<file path="src/rtl/rv32_microprocessor.sv">
// rtl/rv32_microprocessor.sv - single-cycle RV32I integer-ALU core (OP, OP-IMM, LUI)
module rv32_microprocessor #(
  parameter logic [31:0] RESET_PC = 32'h0000_0000
) (
  input  logic        clk,
  input  logic        rst,
  input  logic [31:0] instruction,
  output logic [31:0] res_out,
  output logic [31:0] pc,
  output logic        reg_we
);

  localparam logic [6:0] OPC_OP     = 7'b0110011;
  localparam logic [6:0] OPC_OP_IMM = 7'b0010011;
  localparam logic [6:0] OPC_LUI    = 7'b0110111;

  logic [31:0] regs_q [32];
  logic [31:0] pc_q, pc_d;

  logic [6:0]  opcode, funct7;
  logic [2:0]  funct3;
  logic [4:0]  rd, rs1, rs2;
  logic [31:0] rs1_val, rs2_val, imm_i, op_b, result;
  logic [4:0]  shamt;
  logic        valid;

  assign opcode = instruction[6:0];
  assign rd     = instruction[11:7];
  assign funct3 = instruction[14:12];
  assign rs1    = instruction[19:15];
  assign rs2    = instruction[24:20];
  assign funct7 = instruction[31:25];
  assign imm_i  = {{20{instruction[31]}}, instruction[31:20]};

  assign rs1_val = (rs1 == 5'd0) ? 32'd0 : regs_q[rs1];
  assign rs2_val = (rs2 == 5'd0) ? 32'd0 : regs_q[rs2];

  // OP-IMM reuses the R-type datapath with the immediate standing in for rs2
  assign op_b  = (opcode == OPC_OP) ? rs2_val : imm_i;
  assign shamt = op_b[4:0];

  always_comb begin
    result = 32'd0;
    valid  = 1'b0;
    if (opcode == OPC_LUI) begin
      result = {instruction[31:12], 12'd0};
      valid  = 1'b1;
    end else if (opcode == OPC_OP || opcode == OPC_OP_IMM) begin
      // funct7[5] is only meaningful for SUB and SRA/SRAI; other funct7 patterns are NOPs
      if (opcode == OPC_OP) begin
        valid = (funct7 == 7'h00) ||
                (funct7 == 7'h20 && (funct3 == 3'd0 || funct3 == 3'd5));
      end else if (funct3 == 3'd1) begin
        valid = (funct7 == 7'h00);
      end else if (funct3 == 3'd5) begin
        valid = (funct7 == 7'h00) || (funct7 == 7'h20);
      end else begin
        valid = 1'b1;
      end
      case (funct3)
        3'd0: result = (opcode == OPC_OP && funct7[5]) ? rs1_val - op_b : rs1_val + op_b;
        3'd1: result = rs1_val << shamt;
        3'd2: result = {31'd0, $signed(rs1_val) < $signed(op_b)};
        3'd3: result = {31'd0, rs1_val < op_b};
        3'd4: result = rs1_val ^ op_b;
        3'd5: result = funct7[5] ? $unsigned($signed(rs1_val) >>> shamt) : rs1_val >> shamt;
        3'd6: result = rs1_val | op_b;
        3'd7: result = rs1_val & op_b;
        default: result = 32'd0;
      endcase
      if (!valid) result = 32'd0;
    end
  end

  assign res_out = rst ? 32'd0 : result;
  assign reg_we  = !rst && valid && (rd != 5'd0);
  assign pc_d    = pc_q + 32'd4;
  assign pc      = pc_q;

  always_ff @(posedge clk) begin
    if (rst) begin
      pc_q <= RESET_PC;
      for (int i = 0; i < 32; i++) regs_q[i] <= 32'd0;
    end else begin
      pc_q <= pc_d;
      if (reg_we) regs_q[rd] <= res_out;
    end
  end

endmodule

</file>
<file path="config.mk">
export PLATFORM = sky130hd
export DESIGN_NAME = rv32_microprocessor
export DESIGN_NICKNAME = d
export VERILOG_FILES = /design/src/rtl/rv32_microprocessor.sv
export SDC_FILE = /design/constraint.sdc
export NUM_CORES = 2
export LEC_CHECK = 0
export BUFFER_PORTS_ARGS = -buffer_cell sky130_fd_sc_hd__buf_2
export CAP_MARGIN = 10
export CORE_ASPECT_RATIO = 1.75
export CORE_MARGIN = 2
export CORE_UTILIZATION = 44
export CTS_BUF_LIST = sky130_fd_sc_hd__clkbuf_2
export CTS_CLUSTER_SIZE = 14
export DETAILED_ROUTE_END_ITERATION = 6
export PLACE_DENSITY = 0.7
export SLEW_MARGIN = 15
export SYNTH_ARGS = -nofsm -noshare
export SYNTH_HDL_FRONTEND = slang
export SYNTH_SLANG_ARGS = --single-unit
</file>
<file path="constraint.sdc">
create_clock -name clk -period 9.6 [get_ports clk]
set_input_delay 0.96 -clock clk [delete_from_list [all_inputs] [get_ports clk]]
set_output_delay 0.96 -clock clk [all_outputs]
set_load 0.01 [all_outputs]
</file>
# Word-level counts from Yosys, hierarchy flattened
# Memory sizes are Yosys's and may differ from the RTL's.
# Index checks and enable logic that the tools add are counted.
# totals
n_memories	1
in_bits	34
mem_bits_rw	1024
output_inout_bits	65
regBits	32
# classes
bitwise	3
eq_ne	11
reduce_logical	15
n_addsub	3
order_cmp	2
n_mux	25
n_shift	3
# mem_list
memory	depth	word_bits	read_ports	rd_clocked_by_memory_dff	wr	line_no	text
regs_q	32	32	2	0	32	17	logic [31:0] regs_q [32];
# ops
cell	count
two-way mux 32 bit	10
one-hot mux 32 bit (8 select lines)	1
less-than comparator 32 bit	2
adder 32 x 3 -> 32 bit, second input constant	1
adder 32 bit	1
bitwise AND 32 bit	1
OR 32 bit	1
OR reduction 32 bit	1
left shift 32 x 5 -> 32 bit	1
right shift 32 x 5 -> 32 bit	1
>>> shifter 32 x 5 -> 32 bit	1
subtractor 32 bit	1
bitwise XOR 32 bit	1
equality test 7 x 6 -> 1 bit, second input constant	3
two-way mux 1 bit	13
equality test 3 bit, second input constant	4
logical NOT 5 bit	2
equality test 7 x 5 -> 1 bit, second input constant	1
logical NOT 7 bit	1
equality test 3 x 2 -> 1 bit, second input constant	2
two-way mux 5 bit	1
nonzero test 5 bit	1
logical AND 1 bit	4
logical OR 1 bit	4
3 further kinds	3

# Depth between registers and ports, before layout
# logic_depth
word_depth	16
mapped_depth	27

# Worst setup path before layout
# OpenSTA, ideal clock, no wires.
# synth_timing
path_type	in2out
from	input instruction[20]
to	output res_out[29]
arrival_ns	7.391
stages	25
path_buffers	7
slack_ns	1.249
required_time_ns	8.640
cell_sequence	buf_4 buf_4 buf_2 clkbuf_1 buf_1 mux4_2 mux4_2 a22oi_1 nor2_1 a21o_1 ha_1 clkbuf_1 inv_1 a2111oi_0 nand2_1 o21ai_0 a21oi_1 a21oi_1 o41ai_1 a221o_1 a21oi_1 mux2_2 a221oi_1 clkbuf_1 nor3_1
# synth_via
elab_chain_len	10
# synth_lines
item	line_no	text
start, declared	7	input logic [31:0] instruction,
memory (32 x 32 bit) or logical NOT 5 bit (tied branches)	-	
two-way mux 32 bit	36	assign rs2_val = (rs2 == 5'd0) ? 32'd0 : regs_q[rs2];
two-way mux 32 bit *	39	assign op_b = (opcode == OPC_OP) ? rs2_val : imm_i;
adder 32 bit, or another cell as far along	61	3'd0: result = (opcode == OPC_OP && funct7[5]) ? rs1_val - op_b : rs1_val + op_b;
two-way mux 32 bit, on equally long branches	61, 66	
one-hot mux 32 bit (8 select lines) *	60	case (funct3)
two-way mux 32 bit *	71	if (!valid) result = 32'd0;
two-way mux 32 bit *	48	end else if (opcode == OPC_OP || opcode == OPC_OP_IMM) begin
two-way mux 32 bit *	45	if (opcode == OPC_LUI) begin
two-way mux 32 bit *	75	assign res_out = rst ? 32'd0 : result;
end, declared	8	output logic [31:0] res_out,
# Mark *: on every way between the ends. The rest lies on a longest branch, timed or not.

# Final worst setup path
# Ends and elaborated chain as after synthesis.

==> impl_metrics.yaml <==
power:
  vdd_ir_drop_max_v: 0.0000867
  internal-power_uw: 6810
  swShare_pct: 33.8
  pwr-share-comb_pct: 22.6
  power.static_leakage_uw: 0.0240
  power_switching_uw: 3470
  cellPowerDensity_nw_per_um2: 149
  pwr-share-clk_pct: 26.2
  power.share.sequential_pct: 51.3
synth:
  synth.area.mux_share_pct: 20.6
  ys_async_sr_fraction_pct: 0
  syn_avg_cell_area_um2: 11.9
  yosys.area_share.xor_xnor_pct: 0.644
  ys_seq_area_share_pct: 49.1
  yosysUniqueCellTypes: 114
  synth.area.top_cells: "sky130_fd_sc_hd__edfxtp_1, sky130_fd_sc_hd__mux4_2, sky130_fd_sc_hd__nor2_1, sky130_fd_sc_hd__mux2i_1, sky130_fd_sc_hd__nor3_1"
  yosysWarningCount: 0
  largest_family_of_logic_cells_by_synthesized_area: "multiplexers"
  synthCells: 5374
  mapped_cell_area_um2: 63900
  synth_top_area_cell: "sky130_fd_sc_hd__edfxtp_1"
  synth-compound-area-share_pct: 10.0
  post_synth_and_or_nand_nor_area_fraction_pct: 13.0
  synth.ff_latch_count: 1054
  number_of_enable_type_register_cells_in_the_synthesized_netlist: 1024
  yosys.area_share.adder_pct: 1.98
  synthDominantCellAreaShare_pct: 48.1
  synth-main-ff-cell: "sky130_fd_sc_hd__edfxtp_1"
global_routing:
  grt_pass1_vias: 55200
  grt_antenna_before_repair: 23
  grt_first_pass_wirelength_um: 419000
  grt_usage_pct: 40.6
  grt_overflow: 0
  grt_start_max_net_pins: 109
floorplanning:
  die_area_um2: 148000
  row_count: 185
  fp.coreArea_um2: 145000
  design.portCount: 99
  initial_utilization_pct: 44.2
  fp.dieH_um: 508
  die-width_um: 292
detailed_routing:
  drtPass1Iterations: 7
  vias: 55000
  starting_drc_count_in_detailed_routing: 9553
  detail_route.wirelength_um: 304000
  drt.antenna.violating_nets: 0
  drcViolationCount: 3
  routed_wire_length_per_instance_um: 40.6
  viasPerCell: 7.35
timing:
  rsz_0062_raised_after_global_routing: "no"
  final-max-slew-violation-count: 0
  timing_hold_violations_final: 0
  period_needed_ps: 9340
  finClkSkew_ps: 175
  fin_crit_sh_pct: 97.3
  timing.max_slew.rel_slack_pct: 5.17
  final_critical_path_setup_slack_ps: 257
  setup_tns_ps: 0
  worstMarginPinSlew_ps: 1420
  finalSetupViolCount: 0
  timing.fmax_mhz: 107
placed_design:
  dp.final_hpwl_um: 196000
  detailedPlace.worstSlack_ps: 606
  place.port_buffers: 96
  gp_congestion: 1.13
clock_tree:
  cts.root.buffer_cell: "sky130_fd_sc_hd__clkbuf_2"
  cts_resized: 0
  numClockSinks: 1054
  clock_path_buffers: 4
  clk_latency_ps: 1520
  cts_max_level: 4
  cts_tree: "built"
  post_cts_clock_slew_at_the_launch_and_capture_registers_of_the_worst_setup_and_hold_paths_ps: 120
  cts_made_buffers: 221
cells_and_area:
  multiInputGateArea_um2: 30300
  area.sequential_um2: 31400
  finalNetCount: 5582
  syn2layout_area_growth_pct: 7.96
  layout_cells_sized_above_1_pct: 24.5
  final.fill_count: 12900
worst_setup_path:
  crit_required_ps: 8640
  critical_path_arrival_ps: 8380
  criticalPathCategory: "input pin to output port"
  start_kind: "input pin"
  setup.worst_path.end_class: "output port"
  critPathMaxFanout: 70
worst_hold_path:
  min-delay-path-class: "input pin to flip-flop"
run_status:
  failed_checks: "design-rule violations"
  run_status: "finished, violations left"
flow_run:
  timing.max_cap.violations: 0
-- final cells by class --
type,instances,share of cell area [%]
repair buffers,360,3.90
flip-flops and latches,1054,45.4
clock buffers,306,2.22
multi-input cells,3688,43.9
inverters,123,0.673
clock inverters,66,0.441
diodes,16,0.0580
well taps,1870,3.39
-- through the flow --
stage	cell area, µm²	instances	total power, µW	util (%)	hold WS, ps
2_1_floorplan	64000	5407	6630	-	465
3_3_place_gp	67100	7094	7520	46.4	462
3_5_place_dp	67100	7094	7530	46.4	478
4_1_cts	68900	7467	10100	47.6	256
5_1_grt	69000	7470	10500	47.7	325
6_report	69000	7483	10300	47.7	341
-- critical path, stage by stage --
cell	delay, ps
sky130_fd_sc_hd__buf_8	530
sky130_fd_sc_hd__buf_4	350
sky130_fd_sc_hd__mux4_2	530
sky130_fd_sc_hd__mux4_2	530
sky130_fd_sc_hd__a22oi_1	660
sky130_fd_sc_hd__nor2_1	110
sky130_fd_sc_hd__a21o_1	200
sky130_fd_sc_hd__ha_1	270
sky130_fd_sc_hd__a211oi_1	330
sky130_fd_sc_hd__nand2_1	110
sky130_fd_sc_hd__nor3_1	230
sky130_fd_sc_hd__o21a_1	810
sky130_fd_sc_hd__o21ai_1	330
sky130_fd_sc_hd__a311oi_1	540
sky130_fd_sc_hd__o21ai_0	240
sky130_fd_sc_hd__a2111oi_0	470
sky130_fd_sc_hd__a21oi_1	110
sky130_fd_sc_hd__mux2_2	330
sky130_fd_sc_hd__a221oi_4	300
sky130_fd_sc_hd__nor3_1	90
sky130_fd_sc_hd__buf_2	150
-- synthesized netlist by cell type (all sizes together) (38+ instances only) --
master  instances
a21oi         193
a221oi         42
clkbuf        314
edfxtp       1024
nor2          987
nor3          317
o211ai         42
ha             98
inv           120
a31oi          38
a22oi         101
buf           228
o21ai         158
mux2i         218
mux4          477
nand2         257
nand3         107
-- path summary, 6_finish.rpt --
check                                     start        endpoint  slack [ps]  cells after the start
worst min-delay path            instruction[31]  regs_q[17][31]         340                      4
worst min register to register            pc[2]           pc[2]         520                      1
worst max-delay path            instruction[20]     res_out[29]         260                     21
worst max register to register   regs_q[12][10]  regs_q[18][29]        2390                     19
-- cells in the final DEF (no fill, tap or decap), types with 98 or more instances in the layout --
master / netlist / final
sky130_fd_sc_hd__o21ai_0: 145 / 143
sky130_fd_sc_hd__mux2i_1: 217 / 214
sky130_fd_sc_hd__ha_1: 98 / 98
sky130_fd_sc_hd__inv_1: 114 / 113
sky130_fd_sc_hd__a21oi_1: 192 / 187
sky130_fd_sc_hd__edfxtp_1: 1024 / 1024
sky130_fd_sc_hd__mux4_2: 467 / 467
sky130_fd_sc_hd__clkbuf_2: 1 / 306
sky130_fd_sc_hd__a22oi_1: 101 / 99
sky130_fd_sc_hd__nor3_1: 315 / 311
sky130_fd_sc_hd__nand3_1: 106 / 104
sky130_fd_sc_hd__buf_4: 22 / 252
sky130_fd_sc_hd__nor2_1: 957 / 950
sky130_fd_sc_hd__nand2_1: 256 / 196
-- repair_timing --
item	CTS	global route
hold buffers	1	0
setup buffers	0	0
hold endpoints to repair	3	0
-- kinds of logic (layout without fill, tap and decap cells) --
kind of cell               after synthesis  after routing
adders and majority gates              100            100
and+or+nand+nor                       1877           1877
AOI/OAI and AO/OA                      920            920
buffers and inverters                  665            855
muxes                                  710            710
DFF                                   1054           1054
xor gates and xnor gates                47             47
other                                    1             50
-- registers in the layout, summed over array words and instances, names as in the netlist --
name,count
regs_q,1024
pc,30
-- metal layers --
metal	vias to the layer above	global-route usage, %	wire [µm]
li1	20900	-	-
met1	26400	40.8	83900
met2	5601	63.3	137000
met3	2105	15.2	43600
met4	24	41.5	39800
met5	-	0.325	203
-- power groups by stage --
stage	clock network (µW)	registers [µW]	logic, µW
floorplan	0	5330	1300
global placement	0	5350	2170
detailed placement	0	5370	2160
CTS	2670	5260	2170
global route	2830	5280	2350
finish	2690	5270	2320
Power figures use the tool's default switching activity.
